--- config.mk ---
export PLATFORM = sky130hd
export DESIGN_NAME = simd_issue_flat
export DESIGN_NICKNAME = d
export VERILOG_FILES = /design/src/rtl/simd_pkg.sv /design/src/rtl/simd_issue_if.sv /design/src/rtl/simd_issue_fifo.sv /design/src/rtl/simd_issue.sv /design/src/flat_wrapper.sv
export SDC_FILE = /design/constraint.sdc
export NUM_CORES = 1
export LEC_CHECK = 0
export CAP_MARGIN = 20
export CELL_PAD_IN_SITES_DETAIL_PLACEMENT = 1
export CELL_PAD_IN_SITES_GLOBAL_PLACEMENT = 1
export CORE_MARGIN = 2
export CORE_UTILIZATION = 35
export CTS_CLUSTER_SIZE = 10
export DETAILED_ROUTE_END_ITERATION = 10
export PLACE_DENSITY = 0.87
export SKIP_CTS_REPAIR_TIMING = 1
export SYNTH_ARGS = -nofsm -noshare
export SYNTH_HDL_FRONTEND = slang
export SYNTH_SLANG_ARGS = --single-unit
--- constraint.sdc ---
create_clock -name clk -period 2.51 [get_ports clk]
set_input_delay 0.3765 -clock clk [delete_from_list [all_inputs] [get_ports clk]]
set_output_delay 0.3765 -clock clk [all_outputs]
set_load 0.03 [all_outputs]
--- src/rtl/simd_pkg.sv ---
// Shared types and the lane-wise arithmetic of the simd ALU and its issue front-end.
package simd_pkg;

   typedef logic [31:0] word_t;

   typedef enum logic [2:0] {
      OP_ADD32,
      OP_SUB32,
      OP_ADD16,
      OP_SUB16,
      OP_ADD8,
      OP_SUB8,
      OP_SEL0,
      OP_SEL1
   } op_t;

   localparam int SIMD_ISSUE_RSP_DEPTH_DFLT = 4;

   // Carries never cross lane boundaries in the packed 16/8-bit ops
   function automatic word_t simd_alu(op_t op, word_t a, word_t b);
      word_t y;
      y = '0;
      case (op)
         OP_ADD32: y = a + b;
         OP_SUB32: y = a - b;
         OP_ADD16: for (int i = 0; i < 2; i++) y[i*16 +: 16] = a[i*16 +: 16] + b[i*16 +: 16];
         OP_SUB16: for (int i = 0; i < 2; i++) y[i*16 +: 16] = a[i*16 +: 16] - b[i*16 +: 16];
         OP_ADD8:  for (int i = 0; i < 4; i++) y[i*8 +: 8] = a[i*8 +: 8] + b[i*8 +: 8];
         OP_SUB8:  for (int i = 0; i < 4; i++) y[i*8 +: 8] = a[i*8 +: 8] - b[i*8 +: 8];
         OP_SEL0:  y = a;
         OP_SEL1:  y = b;
         default:  y = '0;
      endcase
      return y;
   endfunction

endpackage

--- src/rtl/simd_issue_if.sv ---
// Request and response valid/ready channels between an op producer and simd_issue.
interface simd_issue_if
   import simd_pkg::*;
#(
   parameter int TAG_W = 4
);
   logic             req_vld;
   logic             req_rdy;
   op_t              req_op;
   word_t            req_a;
   word_t            req_b;
   logic [TAG_W-1:0] req_tag;
   logic             rsp_vld;
   logic             rsp_rdy;
   word_t            rsp_y;
   logic [TAG_W-1:0] rsp_tag;

   modport master (
      output req_vld, req_op, req_a, req_b, req_tag, rsp_rdy,
      input  req_rdy, rsp_vld, rsp_y, rsp_tag
   );

   modport slave (
      input  req_vld, req_op, req_a, req_b, req_tag, rsp_rdy,
      output req_rdy, rsp_vld, rsp_y, rsp_tag
   );
endinterface

--- src/rtl/simd_issue_fifo.sv ---
// Response queue; pointers wrap modulo DEPTH so any depth works, not only powers of two.
module simd_issue_fifo #(
   parameter int WIDTH = 8,
   parameter int DEPTH = 4,
   parameter int CNT_W = $clog2(DEPTH + 1)
) (
   input  logic             clk,
   input  logic             rst,
   input  logic             push,
   input  logic [WIDTH-1:0] push_data,
   input  logic             pop,
   output logic [WIDTH-1:0] pop_data,
   output logic [CNT_W-1:0] cnt,
   output logic             full,
   output logic             empty
);

   localparam int PTR_W = (DEPTH > 1) ? $clog2(DEPTH) : 1;
   localparam logic [PTR_W-1:0] LAST_PTR = PTR_W'(DEPTH - 1);
   localparam logic [CNT_W-1:0] FULL_CNT = CNT_W'(DEPTH);

   logic [WIDTH-1:0] mem [DEPTH];
   logic [PTR_W-1:0] wr_ptr, rd_ptr;
   logic             do_push, do_pop;

   assign full     = (cnt == FULL_CNT);
   assign empty    = (cnt == '0);
   assign do_push  = push & ~full;
   assign do_pop   = pop & ~empty;
   assign pop_data = mem[rd_ptr];

   always_ff @(posedge clk) begin
      if (rst) begin
         wr_ptr <= '0;
         rd_ptr <= '0;
         cnt    <= '0;
      end else begin
         if (do_push) wr_ptr <= (wr_ptr == LAST_PTR) ? '0 : wr_ptr + 1'b1;
         if (do_pop)  rd_ptr <= (rd_ptr == LAST_PTR) ? '0 : rd_ptr + 1'b1;
         case ({do_push, do_pop})
            2'b10:   cnt <= cnt + 1'b1;
            2'b01:   cnt <= cnt - 1'b1;
            default: cnt <= cnt;
         endcase
      end
   end

   // Storage needs no reset; occupancy is tracked entirely by cnt
   always_ff @(posedge clk) begin
      if (do_push) mem[wr_ptr] <= push_data;
   end

endmodule

--- src/rtl/simd_issue.sv ---
// Issue front-end for simd: credit-gated request acceptance, tag tracking across the
// one-cycle ALU pipe, and an in-order response queue toward a backpressured consumer.
module simd_issue
   import simd_pkg::*;
#(
   parameter int TAG_W     = 4,
   parameter int RSP_DEPTH = SIMD_ISSUE_RSP_DEPTH_DFLT
) (
   input  logic        clk,
   input  logic        rst,
   simd_issue_if.slave bus,
   output logic        simd_pass,
   output op_t         simd_op,
   output word_t       simd_a,
   output word_t       simd_b,
   input  word_t       simd_y,
   input  logic        simd_valid,
   output logic        err_r
);

   localparam int CNT_W = $clog2(RSP_DEPTH + 1);
   localparam logic [CNT_W:0] CREDIT_LIM = (CNT_W + 1)'(RSP_DEPTH);

   typedef struct packed {
      logic [TAG_W-1:0] tag;
      word_t            y;
   } rsp_entry_t;

   logic             rst_q;
   logic             inflight_r;
   logic [TAG_W-1:0] tag_r;
   logic [CNT_W-1:0] cnt_r;
   logic [CNT_W:0]   credits_used;
   logic             accept, push, pop, full, empty;
   logic             stray, overflow;
   rsp_entry_t       push_entry, pop_entry;

   // Queued plus in-flight results must fit, so a result never finds the queue full
   assign credits_used = {1'b0, cnt_r} + {{CNT_W{1'b0}}, inflight_r};
   assign bus.req_rdy  = ~rst_q & (credits_used < CREDIT_LIM);
   assign accept       = bus.req_vld & bus.req_rdy;

   assign simd_pass = accept;
   assign simd_op   = bus.req_op;
   assign simd_a    = bus.req_a;
   assign simd_b    = bus.req_b;

   assign stray      = simd_valid ^ inflight_r;
   assign overflow   = simd_valid & inflight_r & full;
   assign push       = simd_valid & inflight_r & ~full;
   assign push_entry = '{tag: tag_r, y: simd_y};
   assign pop        = bus.rsp_vld & bus.rsp_rdy;

   assign bus.rsp_vld = ~empty;
   assign bus.rsp_y   = pop_entry.y;
   assign bus.rsp_tag = pop_entry.tag;

   always_ff @(posedge clk) begin
      if (rst) begin
         rst_q      <= 1'b1;
         inflight_r <= 1'b0;
         tag_r      <= '0;
         err_r      <= 1'b0;
      end else begin
         rst_q      <= 1'b0;
         inflight_r <= accept;
         if (accept) tag_r <= bus.req_tag;
         if (stray | overflow) err_r <= 1'b1;
      end
   end

   simd_issue_fifo #(
      .WIDTH ($bits(rsp_entry_t)),
      .DEPTH (RSP_DEPTH),
      .CNT_W (CNT_W)
   ) u_fifo (
      .clk       (clk),
      .rst       (rst),
      .push      (push),
      .push_data (push_entry),
      .pop       (pop),
      .pop_data  (pop_entry),
      .cnt       (cnt_r),
      .full      (full),
      .empty     (empty)
   );

endmodule
--- src/flat_wrapper.sv ---
// flat-port wrapper written by rule: the top's interface ports become plain ports
module simd_issue_flat import simd_pkg::*;
#(
   parameter int TAG_W     = 4,
   parameter int RSP_DEPTH = SIMD_ISSUE_RSP_DEPTH_DFLT
)
  (clk, rst, simd_pass, simd_op, simd_a, simd_b, simd_y, simd_valid, err_r, bus_req_vld, bus_req_op, bus_req_a, bus_req_b, bus_req_tag, bus_rsp_rdy, bus_req_rdy, bus_rsp_vld, bus_rsp_y, bus_rsp_tag);
  simd_issue_if #(.TAG_W(TAG_W)) bus_i ();
  input  logic clk;
  input  logic rst;
  output logic simd_pass;
  output op_t simd_op;
  output word_t simd_a;
  output word_t simd_b;
  input  word_t simd_y;
  input  logic simd_valid;
  output logic err_r;
  input wire logic [$bits(bus_i.req_vld)-1:0] bus_req_vld;
  input wire logic [$bits(bus_i.req_op)-1:0] bus_req_op;
  input wire logic [$bits(bus_i.req_a)-1:0] bus_req_a;
  input wire logic [$bits(bus_i.req_b)-1:0] bus_req_b;
  input wire logic [$bits(bus_i.req_tag)-1:0] bus_req_tag;
  input wire logic [$bits(bus_i.rsp_rdy)-1:0] bus_rsp_rdy;
  output wire logic [$bits(bus_i.req_rdy)-1:0] bus_req_rdy;
  output wire logic [$bits(bus_i.rsp_vld)-1:0] bus_rsp_vld;
  output wire logic [$bits(bus_i.rsp_y)-1:0] bus_rsp_y;
  output wire logic [$bits(bus_i.rsp_tag)-1:0] bus_rsp_tag;
  assign bus_i.req_vld = bus_req_vld;
  assign bus_i.req_op = bus_req_op;
  assign bus_i.req_a = bus_req_a;
  assign bus_i.req_b = bus_req_b;
  assign bus_i.req_tag = bus_req_tag;
  assign bus_i.rsp_rdy = bus_rsp_rdy;
  assign bus_req_rdy = bus_i.req_rdy;
  assign bus_rsp_vld = bus_i.rsp_vld;
  assign bus_rsp_y = bus_i.rsp_y;
  assign bus_rsp_tag = bus_i.rsp_tag;
  simd_issue #(.TAG_W(TAG_W), .RSP_DEPTH(RSP_DEPTH)) u_core (.clk(clk), .rst(rst), .bus(bus_i), .simd_pass(simd_pass), .simd_op(simd_op), .simd_a(simd_a), .simd_b(simd_b), .simd_y(simd_y), .simd_valid(simd_valid), .err_r(err_r));
endmodule
==> results.yml <==
power_and_ir_drop:
  clkPwrFrac_pct: 42.2
  power.net_switching_mw: 1.34
  power_mw: 6.01
  p_seq_share_pct: 49.1
  intPower_mw: 4.67
  p_leak_nw: 2.78
  powerDensity_mw_per_mm2: 772
  combPwrFrac_pct: 8.7
  vdd_drop_max_v: 0.000413
  switching_share_pct: 22.3
clock_tree:
  clkLatencyLatePin_ps: 420
  clk_pin_slew_ps: 60
  htreeDepth: 4
  cts_tree: "built"
  root_buffer: "clkbuf_16"
  cts_buffers: 17
  cts.sinks: 160
  clk_path_buf_depth: 2
placed_design:
  place_hpwl_um: 9520
  placed_cells: 579
  dp_slack_ps: -2.12
  portBuffers: 80
  place_congestion: 0.734
logic_synthesis:
  synth-edff-count: 144
  synth_area_leader_cell: "edfxtp_1"
  postSynth.asyncResetShare_pct: 0
  syn-cell-area_mm2: 0.00645
  yosys-top-cells-count: "edfxtp_1, buf_4, mux4_2"
  syn-num-nets: 450
  synth_seq_cells: 160
  yosys-top-cells-area: "edfxtp_1, mux4_2, buf_4, dfxtp_1, ha_1"
  yosysUniqueCellTypes: 32
  synth_most_common_cell: "edfxtp_1"
  yosysTopAreaCellShare_pct: 67.1
  yosysWarningCount: 0
  synth_flop_cell: "edfxtp_1"
  seq_area_frac_synth_pct: 72.0
  avgSynthCellArea_um2: 19.3
  syn_inst: 334
setup_path:
  path_max_fanout: 7
  required_ps: 2840
  end_kind: "register"
  worstPathArrival_ps: 2740
  critical_path_class: "reg2reg"
  startpoint_type: "register"
run:
  cap_viol_max_count: 0
cells_and_area:
  drive_gt1_share_pct: 24.6
  nFillCells: 1716
  nets: 485
  diodes: 0
  final_cells: 611
  post-route-util_pct: 43.2
  area_growth_pct: 20.7
routing:
  drt-total-wl_um: 14000
  final_antenna_net_count: 0
  drc: 0
  routedWlPerCell_um: 22.9
  firstDrtPassIters: 4
  via_count: 3000
  viasPerCell: 4.91
  drt_iter0_markers: 170
sta:
  finalCritPeriodShare_pct: 96.0
  finalWorstSetupSlack_ps: 99.9
  clock_skew_ps: 7.85
  rsz0062_at_grt: "no"
  tightest_slew_ps: 623
  final-hold-violation-count: 0
  setup_violations: 0
  period_needed_ps: 2410
  relSlewSlack_pct: 58.3
  max_freq_ghz: 0.415
  slew_violations: 0
outcome:
  status: "finished clean"
die:
  die_w_um: 140
  rows: 49
  start_util_pct: 35.8
  core_mm2: 0.0180
  io_pins: 215
  die_y_um: 140
  die_area_mm2: 0.0195
global_routing:
  overflow: 0
  grt_max_degree: 33
  grt_pass1_vias: 3333
  grt_usage_pct: 14.6
  antenna_found_initial: 0
  grt_pass1_wl_um: 20800
hold_path:
  hold_class: "reg2reg"
## stage by stage
step | TNS, ps | hold slack, ps | cell area (um^2)
2_1_floorplan | 0 | 404 | 6450
4_1_cts | -2060 | 500 | 7700
5_1_grt | 0 | 529 | 7780
6_report | 0 | 495 | 7780
3_3_place_gp | 0 | 459 | 7110
3_5_place_dp | -2.12 | 490 | 7110
## worst max-delay path, stage by stage, from the launching register on
cell and delay (ps):
dfxtp_1 440, or3b_4 450, nand2_2 110, ha_1 190, inv_1 70, fa_1 380, xor2_1 170, or3_1 330
a21oi_1 180
## cells by family (layout without fill, tap and decap cells)
kind of cell / Yosys count / count (layout) / share of synthesized area (%)
muxes: 38 / 38 / 12.9
and+or+nand+nor: 29 / 29 / 2.74
adders and majority gates: 8 / 8 / 1.67
buffers and inverters: 84 / 132 / 9.06
DFF: 160 / 160 / 72.0
xor gates and xnor gates: 2 / 2 / 0.272
AOI/OAI and AO/OA: 13 / 13 / 1.32
## power groups by stage
stage	logic (mW)	clock network [mW]	registers [mW]
4_1_cts	0.543	2.60	2.95
3_5_place_dp	0.538	0	3.01
3_3_place_gp	0.523	0	3.00
6_report	0.523	2.53	2.95
2_1_floorplan	0.501	0	3.00
5_1_grt	0.559	2.70	2.95
## worst paths after layout
check	from	end	slack, ps	cells after the start
setup reg to reg	u_core.u_fifo.cnt[2]	u_core.u_fifo.cnt[2]	100	8
hold reg to reg	u_core.u_fifo.rd_ptr[0]	register	500	2
hold / removal	u_core.u_fifo.rd_ptr[0]	register	500	2
setup / recovery	u_core.u_fifo.cnt[2]	u_core.u_fifo.cnt[2]	100	8
## flip-flops by register name, indices dropped and copies added, names as in the netlist, named ones only
name / cells
u_core.u_fifo.cnt: 3
u_core.err_r: 1
u_core.u_fifo.mem: 144
u_core.u_fifo.wr_ptr: 2
u_core.tag_r: 4
u_core.u_fifo.rd_ptr: 2
u_core.rst_q: 1
u_core.inflight_r: 1
## metal layers
layer,up-vias,global-route usage [%],share of wire (%)
met5,-,0,0
met4,0,5.32,2.2
met3,47,5.37,7.1
met2,118,26.5,55
met1,1530,15.5,35
li1,1305,-,-
## cells in the final DEF (no fill, tap or decap), drive strengths merged, types with 2 or more instances in the layout
| master | n |
|---|---|
| inv | 11 |
| buf | 18 |
| clkinvlp | 5 |
| or3 | 3 |
| dlymetal6s2s | 33 |
| mux4 | 36 |
| xor2 | 2 |
| edfxtp | 144 |
| ha | 7 |
| nand2 | 2 |
| dfxtp | 16 |
| bufinv | 2 |
| a311oi | 2 |
| a21oi | 3 |
| nand2b | 5 |
| o21ai | 6 |
| nor2 | 7 |
| nand4b | 4 |
| clkbuf | 18 |
| clkinv | 2 |
| and3 | 4 |
| clkdlybuf4s50 | 43 |
## layout make-up
cell class	instances	area [um^2]	area share, %
Multi-Input combinational cell	90	1220	15.7
Sequential cell	160	4650	59.7
Clock buffer	18	429	5.52
Clock inverter	14	155	1.99
Timing Repair Buffer	94	1020	13.1
Tap cell	229	287	3.68
Inverter	6	22.5	0.289
Note: power is estimated with default switching activity, not from simulation.
